File: src/rtl/modexp_pkg.sv
// Shared types and defaults for the modular-exponentiation sequencer.
package modexp_pkg;

  localparam int unsigned DEF_WIDTH     = 8;
  localparam int unsigned DEF_EXP_WIDTH = 8;

  typedef logic [2:0] state_t;

  localparam state_t IDLE     = 3'd0;
  localparam state_t RED_REQ  = 3'd1;
  localparam state_t RED_WAIT = 3'd2;
  localparam state_t MUL_REQ  = 3'd3;
  localparam state_t MUL_WAIT = 3'd4;
  localparam state_t SQR_REQ  = 3'd5;
  localparam state_t SQR_WAIT = 3'd6;
  localparam state_t DONE     = 3'd7;

  typedef enum logic [1:0] {
    OP_NONE,
    OP_RED,
    OP_MUL,
    OP_SQR
  } op_t;

  // Which modulus operation a state is working on; also useful as a debug tag.
  function automatic op_t state_op(state_t s);
    case (s)
      RED_REQ, RED_WAIT: return OP_RED;
      MUL_REQ, MUL_WAIT: return OP_MUL;
      SQR_REQ, SQR_WAIT: return OP_SQR;
      default:           return OP_NONE;
    endcase
  endfunction

endpackage

File: src/rtl/modexp_sequencer.sv
// Right-to-left square-and-multiply controller driving a shared modulus unit.
// Define MODEXP_EARLY_EXIT_EN to stop once no set exponent bits remain.
module modexp_sequencer
  import modexp_pkg::*;
#(
  parameter int unsigned WIDTH     = DEF_WIDTH,
  parameter int unsigned EXP_WIDTH = DEF_EXP_WIDTH
) (
  input  logic                   clk_in,
  input  logic                   rst_in,
  input  logic                   ready_in,
  input  logic [WIDTH-1:0]       value_in,
  input  logic [WIDTH-1:0]       modulus_in,
  input  logic [EXP_WIDTH-1:0]   exponent_in,
  output logic [WIDTH-1:0]       value_out,
  output logic                   busy_out,
  output logic                   valid_out,
  output logic                   error_out,
  output logic                   mod_ready_out,
  output logic [2*WIDTH-1:0]     mod_value_out,
  output logic [WIDTH-1:0]       mod_modulus_out,
  input  logic [2*WIDTH-1:0]     mod_value_in,
  input  logic                   mod_busy_in,
  input  logic                   mod_valid_in
);

  localparam int unsigned PW    = 2 * WIDTH;
  localparam int unsigned IDX_W = (EXP_WIDTH > 1) ? $clog2(EXP_WIDTH) : 1;
  localparam logic [IDX_W-1:0] LAST_IDX = IDX_W'(EXP_WIDTH - 1);

  state_t               state_q, state_d;
  logic [WIDTH-1:0]     base_q, base_d;
  logic [WIDTH-1:0]     result_q, result_d;
  logic [WIDTH-1:0]     mod_q, mod_d;
  logic [EXP_WIDTH-1:0] exp_q, exp_d;
  logic [IDX_W-1:0]     idx_q, idx_d;
  logic [WIDTH-1:0]     value_q, value_d;
  logic                 error_q, error_d;

  op_t              op;
  logic [PW-1:0]    base_ext, result_ext;
  logic [WIDTH-1:0] rem;
  logic             unused_rem_hi;
  logic [IDX_W-1:0] cur_idx;
  logic             cur_bit;
  logic             rest_zero;
  state_t           step_next, bit_next;

  assign op            = state_op(state_q);
  assign base_ext      = {{WIDTH{1'b0}}, base_q};
  assign result_ext    = {{WIDTH{1'b0}}, result_q};
  assign rem           = mod_value_in[WIDTH-1:0];
  assign unused_rem_hi = ^mod_value_in[PW-1:WIDTH];

  // Coming out of a square the loop moves on to the next bit.
  assign cur_idx = (state_q == SQR_WAIT) ? idx_q + 1'b1 : idx_q;
  assign cur_bit = exp_q[cur_idx];

`ifdef MODEXP_EARLY_EXIT_EN
  assign rest_zero = ((exp_q >> (32'(cur_idx) + 32'd1)) == '0);
`else
  assign rest_zero = 1'b0;
`endif

  // The final bit never needs its square: the squared base would go unused.
  assign step_next = ((cur_idx == LAST_IDX) || rest_zero) ? DONE : SQR_REQ;
  assign bit_next  = cur_bit ? MUL_REQ : step_next;

  always_comb begin
    state_d  = state_q;
    base_d   = base_q;
    result_d = result_q;
    mod_d    = mod_q;
    exp_d    = exp_q;
    idx_d    = idx_q;
    value_d  = value_q;
    error_d  = error_q;

    case (state_q)
      IDLE: begin
        if (ready_in) begin
          base_d   = value_in;
          mod_d    = modulus_in;
          exp_d    = exponent_in;
          idx_d    = '0;
          result_d = WIDTH'(1);
          state_d  = RED_REQ;
          if (modulus_in == '0 || modulus_in == WIDTH'(1)) begin
            result_d = '0;
            state_d  = DONE;
          end
        end
      end
      RED_REQ: if (!mod_busy_in) state_d = RED_WAIT;
      MUL_REQ: if (!mod_busy_in) state_d = MUL_WAIT;
      SQR_REQ: if (!mod_busy_in) state_d = SQR_WAIT;
      RED_WAIT: begin
        if (mod_valid_in) begin
          base_d  = rem;
          state_d = bit_next;
        end
      end
      MUL_WAIT: begin
        if (mod_valid_in) begin
          result_d = rem;
          state_d  = step_next;
        end
      end
      SQR_WAIT: begin
        if (mod_valid_in) begin
          base_d  = rem;
          idx_d   = idx_q + 1'b1;
          state_d = bit_next;
        end
      end
      DONE:    state_d = IDLE;
      default: state_d = IDLE;
    endcase

    // Result and error are published together on entry to DONE.
    if (state_d == DONE && state_q != DONE) begin
      value_d = result_d;
      error_d = (mod_d == '0);
    end
  end

  always_ff @(posedge clk_in) begin
    if (rst_in) begin
      state_q  <= IDLE;
      base_q   <= '0;
      result_q <= '0;
      mod_q    <= '0;
      exp_q    <= '0;
      idx_q    <= '0;
      value_q  <= '0;
      error_q  <= 1'b0;
    end else begin
      state_q  <= state_d;
      base_q   <= base_d;
      result_q <= result_d;
      mod_q    <= mod_d;
      exp_q    <= exp_d;
      idx_q    <= idx_d;
      value_q  <= value_d;
      error_q  <= error_d;
    end
  end

  // Operands only change on a remainder capture, so the dividend is stable
  // from REQ through WAIT.
  always_comb begin
    mod_value_out = '0;
    unique case (op)
      OP_RED:  mod_value_out = base_ext;
      OP_MUL:  mod_value_out = result_ext * base_ext;
      OP_SQR:  mod_value_out = base_ext * base_ext;
      default: mod_value_out = '0;
    endcase
  end

  assign mod_ready_out   = ((state_q == RED_REQ) || (state_q == MUL_REQ) ||
                            (state_q == SQR_REQ)) && !mod_busy_in;
  assign mod_modulus_out = mod_q;
  assign value_out       = value_q;
  assign error_out       = error_q;
  assign valid_out       = (state_q == DONE);
  assign busy_out        = (state_q != IDLE) && (state_q != DONE);

endmodule
File: config.mk
export PLATFORM = sky130hd
export DESIGN_NAME = modexp_sequencer
export DESIGN_NICKNAME = d
export VERILOG_FILES = /design/src/rtl/modexp_pkg.sv /design/src/rtl/modexp_sequencer.sv
export SDC_FILE = /design/constraint.sdc
export NUM_CORES = 1
export LEC_CHECK = 0
export CAP_MARGIN = 10
export CORE_AREA = 2 2 136 138
export CTS_BUF_LIST = sky130_fd_sc_hd__clkbuf_4 sky130_fd_sc_hd__clkbuf_8 sky130_fd_sc_hd__clkbuf_16
export CTS_CLUSTER_SIZE = 16
export DETAILED_ROUTE_END_ITERATION = 10
export DIE_AREA = 0 0 138 140
export SLEW_MARGIN = 10
export SYNTH_ARGS = -nofsm -noshare
export SYNTH_HDL_FRONTEND = slang
export SYNTH_SLANG_ARGS = --single-unit
File: constraint.sdc
create_clock -name clk_in -period 7.34 [get_ports clk_in]
set_input_delay 1.468 -clock clk_in [delete_from_list [all_inputs] [get_ports clk_in]]
set_output_delay 1.468 -clock clk_in [all_outputs]
set_load 0.005 [all_outputs]
==> results.md <==
- Initial Utilization: 0.348
- Fmax achieved: 143 MHz
- CTS resizes: 0
- DRC viols: 0
- Wire length per cell: 13.7 µm
- Dominant cell type by area after synthesis: fa_1
- DR top layer: met4
- Final setup margin: 0.362 ns
- Comb power frac: 0.429
- Register area: 941 µm²
- Synth Area in Simple Gates: 0.201
- CTS H-Tree Depth: 2
- Crit path required time: 5.87 ns
- Placed Instance Area: 0.00717 mm²
- NetSw: 0.365 mW
- Yosys top cell area share: 0.197
- Seq/Total Area, Yosys: 0.152
- Antenna Cells: 0
- Yosys warns: 0
- Setup TNS Final: 0 ns
- GR Overflow Total: 0
- IO Count: 81
- Slew margin rel.: 0.270
- Mux contribution to synthesized area: 0.0558
- GR Util All Layers: 0.149
- Internal: 0.593 mW
- Worst-path maximum fanout: 9
- Complex-gate fraction of the synthesized area: 0.135
- Outcome: finished, final reports clean
- Static Leak: 3.47 nW
- Synth Cell Area: 0.00619 mm²
- Flops & latches, synth: 47
- RSZ-0062 raised after global routing: false
- Crit path arrival time: 5.51 ns
- Primary FF master, synth: dfxtp_1
- Clock Power Share: 0.251
- CP Class: reg -> out
- Count of pins over their slew limit: 0
- Routed vias: 4978
- # Max-Cap Violations: 0
- Initial antenna violation count: 0
- Flop pwr share: 0.320
- Dpl ws: 0.662 ns
- Final setup vio count: 0
- Critical Path Sink Type: primary output
- Crit start category: flip-flop
- Worst Max-Slew Pin Slew: 1.09 ns
- Worst hold path class: reg -> reg
- Post-Synth XOR/XNOR Area: 0.0410
- Largest family of logic cells by synthesized area: adder cells
- Initial DRC count: 147
- Final Cycle Share: 0.951
- Setup bufs post-CTS: 0
- Routed wl met3: 240 µm
- Cells after synthesis: 737
- CTS max path bufs: 2
- PwrDens: 131 mW/mm²
- Die Area: 0.0193 mm²
- Tmin final: 6.98 ns
- HPWL after DPL: 11.4 mm
- Std-Cell Rows: 49
- Clock slew seen by the registers of the worst setup and hold paths: 0.07 ns
- Root Buffer: clkbuf_16
- Largest cells by area after synthesis: fa_1 20%, dfxtp_1 15%, ha_1 14%
- CTS Hold Bufs: 0
- Routed vias/inst: 4.84
- Met1 wire length: 7.15 mm
- CTS tree: yes
- Area occupied by multi-input gates: 0.00475 mm²
- Adder-Cell Fraction of Synth Area: 0.333
- Switching share of power: 0.381
- Syn_area_per_cell: 8.40 µm²
- Met2 WL: 6.52 mm
- Worst vdd ir: 0.000128 V
- Asr flop ratio synth: 0
- Chip height: 140 µm
- Finished Cell Area: 0.00733 mm²
- CTS sink count: 47
- First-pass GRT wire length: 24.6 mm
- CTS buffer count: 5
- Final WL: 14.1 mm
- EDFF count, synth: 0
- Largest net degree at the start of global routing: 50
- I/O Buffers: 72
- Core Region: 0.0178 mm²
- R2R Setup Slk: 4.20 ns
- Yosys cell types: 50
- Synthesized net count: 910
- Layout fillers: 1817
- Net count, final: 972
- Clk_skew: 0.00760 ns
- Antenna viol nets, final: 0
- Area Overhead vs Synth: 18.4%
- DIE WIDTH: 138 µm
- Routability congestion estimate: 0.795
- Clk_lat worst skew: 0.29 ns
- Vias in the first global route: 5176
- Hold Vio Cnt, Final: 0
- Fraction of layout cells with a size suffix above 1: 0.0525
- Drt first pass iters: 6
[state kept, by name, summed over array words and instances (netlist names)]
signal,count
result_q,8
idx_q,3
base_q,8
exp_q,8
state_q,3
mod_modulus_out,8
error_out,1
value_out,8
[path summary, 6_finish.rpt]
check / cells past startpoint / endpoint / start
max: 17 / mod_value_out[14] / base_q[7]$_SDFFE_PP0P_
max reg2reg: 9 / value_out[7]$_SDFFE_PP0P_ / state_q[0]$_SDFF_PP0_
min: 2 / exp_q[5]$_SDFFE_PP0P_ / exp_q[5]$_SDFFE_PP0P_
min reg2reg: 2 / exp_q[5]$_SDFFE_PP0P_ / exp_q[5]$_SDFFE_PP0P_
[cell type report]
cell class	count	share of cell area
clock inverters	3	0.00376
flip-flops and latches	47	0.128
inverters	95	0.0487
clock buffers	5	0.0171
well taps	229	0.0391
repair buffers	88	0.115
multi-input cells	562	0.648
[cells in the mapped netlist (all sizes together), types with 4 or more instances]
cell and instances:
a211oi 16, a21o 4, a21oi 38, a22oi 8, and2 70, buf 8, clkbuf 25, dfxtp 47
fa 61, ha 67, inv 95, mux2 9, mux2i 21, nand2 66, nand2b 15, nand3 8
nand3b 5, nor2 43, nor2b 14, nor3 6, nor4 4, o21a 8, o21ai 26, o22ai 8
xnor2 20, xor2 9
[cells in the final DEF (no fill, tap or decap), types with 9 or more instances in the layout]
master and count:
nand2_1 66, xor2_1 9, clkdlybuf4s50_1 72, a21oi_1 38, ha_1 67, nor2_1 43
fa_1 61, inv_1 95, nor2b_1 14, o21ai_0 26, nand2b_1 15, a211oi_1 16
mux2i_1 21, mux2_4 9, buf_4 16, dfxtp_1 47, and2_1 70, xnor2_1 20
[power groups by stage]
stage | Sequential (mW) | Clock [mW] | Combinational, mW
2_1_floorplan | 0.294 | 0 | 0.293
3_3_place_gp | 0.312 | 0 | 0.411
3_5_place_dp | 0.312 | 0 | 0.413
4_1_cts | 0.306 | 0.244 | 0.418
5_1_grt | 0.311 | 0.254 | 0.470
6_report | 0.306 | 0.240 | 0.411
[through the flow]
stage / utilization / total power [mW] / hold slack [ns] / cells
2_1_floorplan: - / 0.586 / 0.436 / 737
3_3_place_gp: 0.404 / 0.722 / 0.444 / 1021
3_5_place_dp: 0.404 / 0.724 / 0.447 / 1021
4_1_cts: 0.412 / 0.969 / 0.457 / 1029
5_1_grt: 0.412 / 1.03 / 0.474 / 1029
6_report: 0.412 / 0.958 / 0.455 / 1029
[cells by family (layout without fill, tap and decap cells)]
kind of cell	Yosys count	after routing
fa+ha+maj	128	128
flops	47	47
other cells	2	2
mux	30	30
compound gates	131	131
buf+inv	128	191
simple gates	242	242
xor+xnor	29	29
[layer usage]
| metal | up-vias | global-route usage |
|---|---|---|
| li1 | 2550 | - |
| met3 | 12 | 0.0106 |
| met5 | - | 0 |
| met1 | 2346 | 0.214 |
| met4 | 0 | 0.0279 |
| met2 | 70 | 0.251 |
[critical path, cell delays in order (launching register included)]
cell and delay (ns):
dfxtp_1 0.59, nand2_1 0.16, fa_1 0.53, fa_1 0.55
inv_1 0.05, fa_1 0.53, inv_1 0.06, fa_1 0.54
inv_1 0.05, ha_1 0.22, or2_2 0.31, o22a_1 0.16
a31o_2 0.26, a31oi_1 0.25, a21oi_1 0.13, xnor2_1 0.14
o22ai_1 0.16, clkdlybuf4s50_1 0.53
Power figures use the tool's default switching activity.
